File: config.mk
export PLATFORM = sky130hd
export DESIGN_NAME = keypad_scanner_flat
export DESIGN_NICKNAME = d
export VERILOG_FILES = /design/src/rtl/keypad_scanner_if.sv /design/src/rtl/keypad_scanner.sv /design/src/flat_wrapper.sv
export SDC_FILE = /design/constraint.sdc
export NUM_CORES = 1
export LEC_CHECK = 0
export ABC_CLOCK_PERIOD_IN_PS = 3200
export CAP_MARGIN = 20
export CORE_UTILIZATION = 34
export DETAILED_ROUTE_END_ITERATION = 7
export DONT_BUFFER_PORTS = 1
export SYNTH_ARGS = -nofsm -noshare
export SYNTH_HDL_FRONTEND = slang
export SYNTH_SLANG_ARGS = --single-unit
export TNS_END_PERCENT = 10
File: constraint.sdc
create_clock -name clock -period 3.2 [get_ports clock]
set_input_delay 0.8 -clock clock [delete_from_list [all_inputs] [get_ports clock]]
set_output_delay 0.8 -clock clock [all_outputs]
set_load 0.03 [all_outputs]
File: src/rtl/keypad_scanner_if.sv
// Key hand-off bundle between keypad_scanner (master) and its consumer (slave).
// key_code/key_valid/key_ready form a valid/ready handshake; key_down and
// overrun are status signals produced alongside it.
interface keypad_scanner_if #(
  parameter int ROWS = 4,
  parameter int COLS = 4
) ();
  localparam int CODE_W = $clog2(ROWS * COLS);

  logic [CODE_W-1:0] key_code;
  logic              key_valid;
  logic              key_ready;
  logic              key_down;
  logic              overrun;

  modport master (
    output key_code,
    output key_valid,
    output key_down,
    output overrun,
    input  key_ready
  );

  modport slave (
    input  key_code,
    input  key_valid,
    input  key_down,
    input  overrun,
    output key_ready
  );
endinterface

File: src/rtl/keypad_scanner.sv
// Matrix keypad scanner: drives active-low one-hot columns, samples synchronised
// active-low rows once per column dwell, debounces a single closed key, encodes
// it as row*COLS+col+1 and offers it on a valid/ready handshake.
// Optional feature macro: KEYPAD_AUTOREPEAT_EN (auto-repeat while a key is held).
module keypad_scanner #(
  parameter int ROWS         = 4,
  parameter int COLS         = 4,
  parameter int SCAN_DIV     = 1000,
  parameter int DEBOUNCE     = 4,
  parameter int REPEAT_TICKS = 64
) (
  input  logic            clock,
  input  logic            reset,
  input  logic [ROWS-1:0] row_n,
  output logic [COLS-1:0] col_n,
  keypad_scanner_if.master key
);

  localparam int CODE_W = $clog2(ROWS * COLS);
  localparam int RW     = $clog2(ROWS);
  localparam int CW     = $clog2(COLS);
  localparam int DWW    = $clog2(SCAN_DIV);
  localparam int DBW    = $clog2(DEBOUNCE + 1) + 1;

  localparam logic [COLS-1:0] COL_ONE = {{(COLS-1){1'b0}}, 1'b1};
  localparam logic [ROWS-1:0] ROW_ONE = {{(ROWS-1){1'b0}}, 1'b1};

  if (ROWS < 2 || ROWS > 8) begin : g_bad_rows
    $error("keypad_scanner: ROWS must be 2..8");
  end
  if (COLS < 2 || COLS > 8) begin : g_bad_cols
    $error("keypad_scanner: COLS must be 2..8");
  end
  if (SCAN_DIV < 2) begin : g_bad_div
    $error("keypad_scanner: SCAN_DIV must be >= 2");
  end
  if (DEBOUNCE < 1) begin : g_bad_db
    $error("keypad_scanner: DEBOUNCE must be >= 1");
  end
  if (REPEAT_TICKS < 1) begin : g_bad_rep
    $error("keypad_scanner: REPEAT_TICKS must be >= 1");
  end

  typedef enum logic [1:0] {ST_SCAN, ST_DEBOUNCE, ST_HELD} state_t;

  state_t            state;
  logic [ROWS-1:0]   row_m;
  logic [ROWS-1:0]   row_s;
  logic [DWW-1:0]    dwell;
  logic              tick;
  logic [CW-1:0]     col;
  logic [COLS-1:0]   col_n_q;
  logic [RW-1:0]     lat_row;
  logic [CW-1:0]     lat_col;
  logic [DBW-1:0]    dbcnt;
  logic [DBW-1:0]    relcnt;
  logic [CODE_W-1:0] code_q;
  logic              valid_q;
  logic              down_q;
  logic              ovr_q;

  logic [ROWS-1:0]   rows_low;
  logic              one_low;
  logic [RW-1:0]     hit_row;
  logic              same_key;
  logic [CW-1:0]     col_next;
  logic [CODE_W-1:0] new_code;
  logic              emit;

`ifdef KEYPAD_AUTOREPEAT_EN
  localparam int RPW = $clog2(REPEAT_TICKS) + 1;
  logic [RPW-1:0]    rep;
`endif

  // Two-flop synchroniser for the asynchronous row pins (idle = all high).
  always_ff @(posedge clock or posedge reset) begin
    if (reset) begin
      row_m <= '1;
      row_s <= '1;
    end else begin
      row_m <= row_n;
      row_s <= row_m;
    end
  end

  // Column dwell counter; tick marks the last clock of each dwell.
  always_ff @(posedge clock or posedge reset) begin
    if (reset) begin
      dwell <= '0;
    end else if (tick) begin
      dwell <= '0;
    end else begin
      dwell <= dwell + 1'b1;
    end
  end

  assign tick = (dwell == DWW'(SCAN_DIV - 1));

  // Row decode, next column and code of the latched key.
  always_comb begin
    rows_low = ~row_s;
    one_low  = (rows_low != '0) && ((rows_low & (rows_low - ROW_ONE)) == '0);
    hit_row  = '0;
    for (int unsigned i = 0; i < ROWS; i++) begin
      if (rows_low[i]) hit_row = RW'(i);
    end
    same_key = one_low && (hit_row == lat_row);
    col_next = (col == CW'(COLS - 1)) ? '0 : col + 1'b1;
    new_code = CODE_W'(32'(lat_row) * 32'(COLS) + 32'(lat_col) + 32'd1);
  end

  // Emit decision for the current tick (first qualification or auto-repeat).
  always_comb begin
    emit = 1'b0;
    if (tick) begin
      case (state)
        ST_DEBOUNCE: emit = same_key && (dbcnt == DBW'(DEBOUNCE));
`ifdef KEYPAD_AUTOREPEAT_EN
        ST_HELD:     emit = !row_s[lat_row] && (rep == RPW'(REPEAT_TICKS - 1));
`endif
        default:     emit = 1'b0;
      endcase
    end
  end

  // Scan/debounce/hold FSM with registered handshake and status outputs.
  // dbcnt is compared before incrementing so the detection tick counts as the
  // first stable sample and DEBOUNCE further stable ticks are needed to emit.
  always_ff @(posedge clock or posedge reset) begin
    if (reset) begin
      state   <= ST_SCAN;
      col     <= '0;
      col_n_q <= ~COL_ONE;
      lat_row <= '0;
      lat_col <= '0;
      dbcnt   <= '0;
      relcnt  <= '0;
      code_q  <= '0;
      valid_q <= 1'b0;
      down_q  <= 1'b0;
      ovr_q   <= 1'b0;
`ifdef KEYPAD_AUTOREPEAT_EN
      rep     <= '0;
`endif
    end else begin
      ovr_q <= 1'b0;
      if (emit) begin
        code_q  <= new_code;
        valid_q <= 1'b1;
        ovr_q   <= valid_q && !key.key_ready;
      end else if (valid_q && key.key_ready) begin
        valid_q <= 1'b0;
      end

      if (tick) begin
        case (state)
          ST_SCAN: begin
            if (one_low) begin
              lat_row <= hit_row;
              lat_col <= col;
              dbcnt   <= DBW'(1);
              state   <= ST_DEBOUNCE;
            end else begin
              col     <= col_next;
              col_n_q <= ~(COL_ONE << col_next);
            end
          end
          ST_DEBOUNCE: begin
            if (same_key) begin
              if (dbcnt == DBW'(DEBOUNCE)) begin
                down_q <= 1'b1;
                relcnt <= '0;
                state  <= ST_HELD;
`ifdef KEYPAD_AUTOREPEAT_EN
                rep    <= '0;
`endif
              end else begin
                dbcnt <= dbcnt + 1'b1;
              end
            end else begin
              dbcnt   <= '0;
              col     <= col_next;
              col_n_q <= ~(COL_ONE << col_next);
              state   <= ST_SCAN;
            end
          end
          ST_HELD: begin
            if (row_s == '1) begin
              if (relcnt == DBW'(DEBOUNCE - 1)) begin
                relcnt  <= '0;
                down_q  <= 1'b0;
                col     <= col_next;
                col_n_q <= ~(COL_ONE << col_next);
                state   <= ST_SCAN;
              end else begin
                relcnt <= relcnt + 1'b1;
              end
            end else begin
              relcnt <= '0;
            end
`ifdef KEYPAD_AUTOREPEAT_EN
            if (!row_s[lat_row]) begin
              rep <= emit ? '0 : rep + 1'b1;
            end else begin
              rep <= '0;
            end
`endif
          end
          default: state <= ST_SCAN;
        endcase
      end
    end
  end

  assign col_n         = col_n_q;
  assign key.key_code  = code_q;
  assign key.key_valid = valid_q;
  assign key.key_down  = down_q;
  assign key.overrun   = ovr_q;

endmodule

File: src/flat_wrapper.sv
// flat-port wrapper written by rule: the top's interface ports become plain ports
module keypad_scanner_flat 
#(
  parameter int ROWS         = 4,
  parameter int COLS         = 4,
  parameter int SCAN_DIV     = 1000,
  parameter int DEBOUNCE     = 4,
  parameter int REPEAT_TICKS = 64
)
  (clock, reset, row_n, col_n, key_key_code, key_key_valid, key_key_down, key_overrun, key_key_ready);
  keypad_scanner_if #(.ROWS(ROWS), .COLS(COLS)) key_i ();
  input  logic clock;
  input  logic reset;
  input  logic [ROWS-1:0] row_n;
  output logic [COLS-1:0] col_n;
  output wire logic [$bits(key_i.key_code)-1:0] key_key_code;
  output wire logic [$bits(key_i.key_valid)-1:0] key_key_valid;
  output wire logic [$bits(key_i.key_down)-1:0] key_key_down;
  output wire logic [$bits(key_i.overrun)-1:0] key_overrun;
  input wire logic [$bits(key_i.key_ready)-1:0] key_key_ready;
  assign key_key_code = key_i.key_code;
  assign key_key_valid = key_i.key_valid;
  assign key_key_down = key_i.key_down;
  assign key_overrun = key_i.overrun;
  assign key_i.key_ready = key_key_ready;
  keypad_scanner #(.ROWS(ROWS), .COLS(COLS), .SCAN_DIV(SCAN_DIV), .DEBOUNCE(DEBOUNCE), .REPEAT_TICKS(REPEAT_TICKS)) u_core (.clock(clock), .reset(reset), .row_n(row_n), .col_n(col_n), .key(key_i));
endmodule
==> metrics.cfg, run 1 <==
[sta]
rsz0062_at_grt=false
finalCriticalPeriod_ns=2.37
worstMarginPinSlew_ns=0.906
post-route-period-util=0.741
max_freq_mhz=422
finClkSkew_ns=0.00793
maxSlewViolCount=0
final_hold_viol_count=0
maxSlewHeadroom=0.395
tns_ns=0
setup_viol=0

[synth]
yosys.area_share.simple=0.168
synth.distinct_cells=51
muxShareOfSynthArea=0.0552
syn-num-nets=229
synth-async-reset-ratio=1.00
synth_compound_area_frac=0.127
synth_adder_area_share=0.0710
post_synth.cell_area_avg_um2=11.0
synth_area_leader_cell=dfrtp_1
synthCells=209
synth-edff-count=0
synthXorXnorAreaFrac=0.0344
yosysSeqAreaShare=0.498
synthesis.area_mm2=0.00229
synth_top_family_by_area=simple AND/OR/NAND/NOR gates
synth_top_area_share=0.372
ys_warn_count=0
ys.flop_type=dfrtp_1
ys_seq_elements=45
synth_area_leaders=dfrtp_1, dfstp_2, ha_1

[status]
violations=design-rule violations
status=finished, violations left

[detailed_routing]
drcViolationCount=2
drtIter0Drc=84
wl_per_cell_um=13.1
drt_first_pass_iters=6
vias_per_cell=5.12
vias=1474
ant_nets=0
routed_wl_um=3780

[floorplanning]
ios=18
die_h_um=84.1
placementRows=29
start_util=0.357
core_mm2=0.00642
die_x_um=84.1
die_area_mm2=0.00707

[global_routing]
grt_first_pass_wirelength_um=6590
antenna_found_initial=0
grt_overflow_total=0
grt_max_degree=46
grt_pass1_vias=1467
grt_use_total=0.115

[pwr]
powerDensity_mw_per_mm2=397
p_int_uw=739
ir_drop_mv=0.189
clkPwrFrac=0.374
power_leakage_nw=1.08
switching_power_uw=228
combPwrFrac=0.023
p_seq_frac=0.604
switching_share=0.236

[cells_and_area]
synthToLayoutAreaGrowth_pct=6.50
fin_util=0.380
fin_area_mm2=0.00244
final_cell_mix=dfrtp_1, nor2_1, inv_1
diodes=0
drive_gt1_frac=0.171
final_common_cell=dfrtp_1
final_nets=230

[clock_tree]
clockBufferDepth=2
cts_setup_buffers=0
cts.sinks=45
h-tree-depth=2
cts_resized=0
cts-buffers-inserted=5
cts-root-buf=clkbuf_8
clk_pin_slew_ns=0.09
cts_tree=yes
hold_buffers=0
clock_latency_ns=0.30

[setup_path]
start_kind=flop
worst_ep_required_time_ns=3.39
endpoint_kind=flop
crit_arrival_ns=2.56
timing_worst_setup_path_type=flop to flop
path_max_fanout=7

[place]
dpl-instance-area_mm2=0.00235
routabilityCongestion=0.769
dp_hpwl_um=2680
io_buffers=0

[flow_run]
cap_violations=0

[hold_path]
hp-class=flop to flop

-- per-layer routing --
layer,GRT usage,up-vias,wire length (µm),part of all wire
met1,0.162,713,2010,0.53
met4,0.0329,0,39,0.010
met2,0.177,18,1630,0.43
li1,-,738,-,-
met5,0,-,0,0
met3,0.0267,5,103,0.027
-- metrics by stage --
step           power [mW]  setup slack (ns)  std cells  hold WS, ns
2_1_floorplan       0.613              1.21        209        0.345
3_3_place_gp        0.618             0.855        280        0.348
3_5_place_dp        0.618             0.766        280        0.347
4_1_cts             0.983             0.750        288        0.361
5_1_grt              1.00             0.535        288        0.358
6_report            0.968             0.829        288        0.353
-- synthesized netlist by cell type (all sizes together), types with 2 or more instances --
library cell and count:
xor2 5, ha 13, a21o 4, mux2 7, o41a 2, nor4 2
xnor2 4, buf 5, nor3 4, nor2b 2, and3b 2, a32o 2
mux2i 4, nor2 15, dfstp 11, and3 4, and2 2, nand2 12
dfrtp 34, nand3b 4, or3b 2, nand4b 3, a21oi 9, clkbuf 2
inv 16, o2111ai 2, a22o 2, nand4 2, nand3 9, o21ai 12
-- logic make-up after synthesis --
logic type | after synthesis
buffers and inverters | 23
muxes | 11
AOI/OAI and AO/OA | 38
adders and majority gates | 13
xor gates and xnor gates | 9
and+or+nand+nor | 70
DFF | 45
-- layout make-up --
class                   count  area [µm²]
multi-input cells         141        1040
inverters                  16        60.1
clock inverters             3        21.3
flip-flops and latches     45        1140
repair buffers              1        7.51
fillers                   626        3980
clock buffers               5        68.8
well taps                  77        96.3
-- path summary, 6_finish.rpt --
kind,start,slack [ns],cells past startpoint,end
worst min-delay path,u_core.row_m[1]$_DFF_PP1_,0.35,0,u_core.row_s[1]$_DFF_PP1_
worst max register to register,u_core.dwell[0]$_DFF_PP0_,0.83,7,u_core.relcnt[0]$_DFFE_PP0P_
max in group asynchronous,reset,2.06,1,u_core.col[1]$_DFFE_PP0P_
worst max-delay path,u_core.dwell[0]$_DFF_PP0_,0.83,7,u_core.relcnt[0]$_DFFE_PP0P_
worst min register to register,u_core.row_m[1]$_DFF_PP1_,0.35,0,u_core.row_s[1]$_DFF_PP1_
min in group asynchronous,reset,0.57,1,u_core.col_n[0]$_DFFE_PP0P_
-- power groups by stage --
stage	registers [mW]	logic, mW	clock network, mW
after floorplan	0.591	0.0221	0
after global placement	0.595	0.0230	0
after detailed placement	0.595	0.0234	0
after CTS	0.584	0.0233	0.376
after global routing	0.585	0.0257	0.393
final	0.584	0.0219	0.362
-- registers in the layout (all words and copies together), names as in the netlist, 4 cells and up --
| name | cells |
|---|---|
| u_core.dwell | 10 |
| u_core.col_n | 4 |
| u_core.dbcnt | 4 |
| u_core.key.key_code | 4 |
| u_core.relcnt | 4 |
| u_core.row_m | 4 |
| u_core.row_s | 4 |
-- critical path: stages (launching register included) --
cell,delay [ns]
dfrtp_1,0.39
ha_1,0.23
nand4b_1,0.15
nor3_1,0.59
buf_4,0.26
nand2_1,0.07
a21oi_2,0.21
mux2_2,0.36
(Power assumes the default switching activity.)
==> inputs of run 2 (changes only) <==
--- a/config.mk
+++ b/config.mk
@@ -5,7 +5,7 @@
 export SDC_FILE = /design/constraint.sdc
 export NUM_CORES = 1
 export LEC_CHECK = 0
-export ABC_CLOCK_PERIOD_IN_PS = 3200
+export ABC_CLOCK_PERIOD_IN_PS = 2100
 export CAP_MARGIN = 20
 export CORE_UTILIZATION = 34
 export DETAILED_ROUTE_END_ITERATION = 7
==> constraint.sdc (replaced) <==
create_clock -name clock -period 2.1 [get_ports clock]
set_input_delay 0.525 -clock clock [delete_from_list [all_inputs] [get_ports clock]]
set_output_delay 0.525 -clock clock [all_outputs]
set_load 0.03 [all_outputs]
==> metrics.cfg, run 2 (synthesized netlist as in run 1, its figures left out) <==
[floorplanning]
die_h_um=84.1  ; unchanged
placementRows=29  ; unchanged
start_util=0.357  ; unchanged
core_mm2=0.00642  ; unchanged
ios=18  ; unchanged
die_x_um=84.1  ; unchanged
die_area_mm2=0.00707  ; unchanged

[setup_path]
path_max_fanout=8  ; +1
timing_worst_setup_path_type=flop to flop
start_kind=flop
worst_ep_required_time_ns=2.28  ; -1.11 ns
slowest_delay_ns=0.59  ; about the same
crit_arrival_ns=2.18  ; -0.38 ns
endpoint_kind=flop
cp_slowest_cell=dfstp_2
crit_chain=or3b_1, a21oi_4, o21ai_2, and4_2, mux2_4

[sta]
final_hold_viol_count=0  ; unchanged
finalCriticalPeriod_ns=2.00  ; -0.375 ns
max_freq_mhz=501  ; +19%
setup_viol=0  ; unchanged
rsz0062_at_grt=true
worstMarginPinSlew_ns=0.548  ; -0.358 ns
tns_ns=0  ; unchanged
maxSlewViolCount=0  ; unchanged
post-route-period-util=0.951  ; +0.210
maxSlewHeadroom=0.634  ; +0.239
finClkSkew_ns=0.00529  ; -0.00264 ns

[pwr]
switching_share=0.207  ; -0.0288
p_int_mw=1.25  ; +69%
power_mw=1.58  ; +63%
combPwrFrac=0.026  ; +0.003
switching_power_uw=327  ; +43%
ir_drop_mv=0.514  ; +170%
clkPwrFrac=0.411  ; +0.037
powerDensity_mw_per_mm2=620  ; +56%
p_seq_frac=0.563  ; -0.041
power_leakage_nw=1.14  ; +5.1%

[cells_and_area]
final_cell_mix=dfrtp_1, nor2_1, inv_1
regMostFlops=u_core.dwell
nFillCells=629  ; +0.48%
final_nets=239  ; +3.9%
final_common_cell=dfrtp_1
drive_gt1_frac=0.218  ; +0.0476
synthToLayoutAreaGrowth_pct=11.1
fin_area_mm2=0.00254  ; +4.4%
diodes=0  ; unchanged
largest_register_ffs=10  ; unchanged

[status]
status=finished, violations left
violations=design-rule violations

[clock_tree]
cts-root-buf=clkbuf_8
cts_setup_buffers=0  ; unchanged
clk_pin_slew_ns=0.09  ; about the same
cts-buffers-inserted=5  ; unchanged
cts.sinks=45  ; unchanged
cts_tree=yes
h-tree-depth=2  ; unchanged
clock_latency_ns=0.29  ; about the same
clockBufferDepth=2  ; unchanged

[global_routing]
grt_use_total=0.120  ; +0.00473
grt_pass1_vias=1482  ; +1.0%
grt_max_degree=29  ; -37%
antenna_found_initial=0  ; unchanged
grt_first_pass_wirelength_um=6700  ; +1.7%
grt_overflow_total=0  ; unchanged

[hold_path]
hp-class=input port to asynchronous set/reset pin

[detailed_routing]
vias_per_cell=5.08  ; -0.79%
drt_first_pass_iters=6  ; unchanged
vias=1508  ; +2.3%
wl_per_cell_um=12.8  ; -2.3%
ant_nets=0  ; unchanged
drcViolationCount=2  ; unchanged
routed_wl_um=3810  ; +0.74%
drtIter0Drc=54  ; -36%

[flow_run]
cap_violations=0  ; unchanged

[place]
dpl-instance-area_mm2=0.00242  ; +2.9%
io_buffers=0  ; unchanged
dp_hpwl_um=2890  ; +7.5%
routabilityCongestion=0.767  ; -0.31%

==> run 2: power by group through the flow <==
| stage | Sequential, mW | Clock [mW] | Combinational [mW] |
|---|---|---|---|
| finish | 0.888 | 0.649 | 0.0406 |
| global route | 0.890 | 0.709 | 0.0478 |
| CTS | 0.888 | 0.680 | 0.0426 |
| detailed placement | 0.905 | 0 | 0.0425 |
| global placement | 0.904 | 0 | 0.0424 |
| floorplan | 0.900 | 0 | 0.0338 |
==> run 2: what timing repair did <==
action,in CTS,in global routing
setup endpoints to repair,0,8
hold buffers,0,0
resized for setup,0,4
==> run 2: final timing paths <==
check                                          start                            end  slack [ns]  depth (start not counted)
max in group asynchronous                      reset      u_core.dwell[9]$_DFF_PP0_        1.39                          2
setup reg to reg           u_core.row_s[3]$_DFF_PP1_      u_core.col[0]$_DFFE_PP0P_        0.10                          5
hold reg to reg            u_core.row_m[1]$_DFF_PP1_      u_core.row_s[1]$_DFF_PP1_        0.36                          0
setup / recovery           u_core.row_s[3]$_DFF_PP1_      u_core.col[0]$_DFFE_PP0P_        0.10                          5
min in group clock                          row_n[0]      u_core.row_m[0]$_DFF_PP1_        0.22                          0
hold / removal                                 reset  u_core.lat_col[0]$_DFFE_PP0P_        0.16                          1
==> run 2: final cells by class <==
class,instances,area [µm²],area share
clock buffer,5,68.8,0.0270
sequential,45,1140,0.448
inverter,16,60.1,0.0236
clock inverter,3,46.3,0.0182
tap,77,96.3,0.0379
timing repair buffer,10,75.1,0.0295
multi-input combinational,141,1060,0.416
==> run 2: worst max-delay path, delay by kind of cell (launching register included) <==
kind            cells  cell delay, ns
flops               1            0.59
mux                 1            0.30
simple gates        2            0.70
compound gates      2            0.30
==> run 2: layer usage <==
layer / up-vias / track usage / part of all wire
li1: 753 / - / -
met1: 728 / 0.165 / 0.52
met2: 20 / 0.180 / 0.43
met3: 7 / 0.0277 / 0.033
met4: 0 / 0.0549 / 0.020
met5: - / 0 / 0
==> run 2: through the flow <==
stage                     worst slack, ns   util  std cells  hold slack (ns)
after floorplan                     0.110      -        209            0.345
after CTS                          0.0549  0.394        297            0.163
final                               0.104  0.396        297            0.156
after global placement              0.115  0.376        289            0.347
after detailed placement           0.0831  0.376        289            0.347
after global routing            -0.000725  0.396        297            0.193
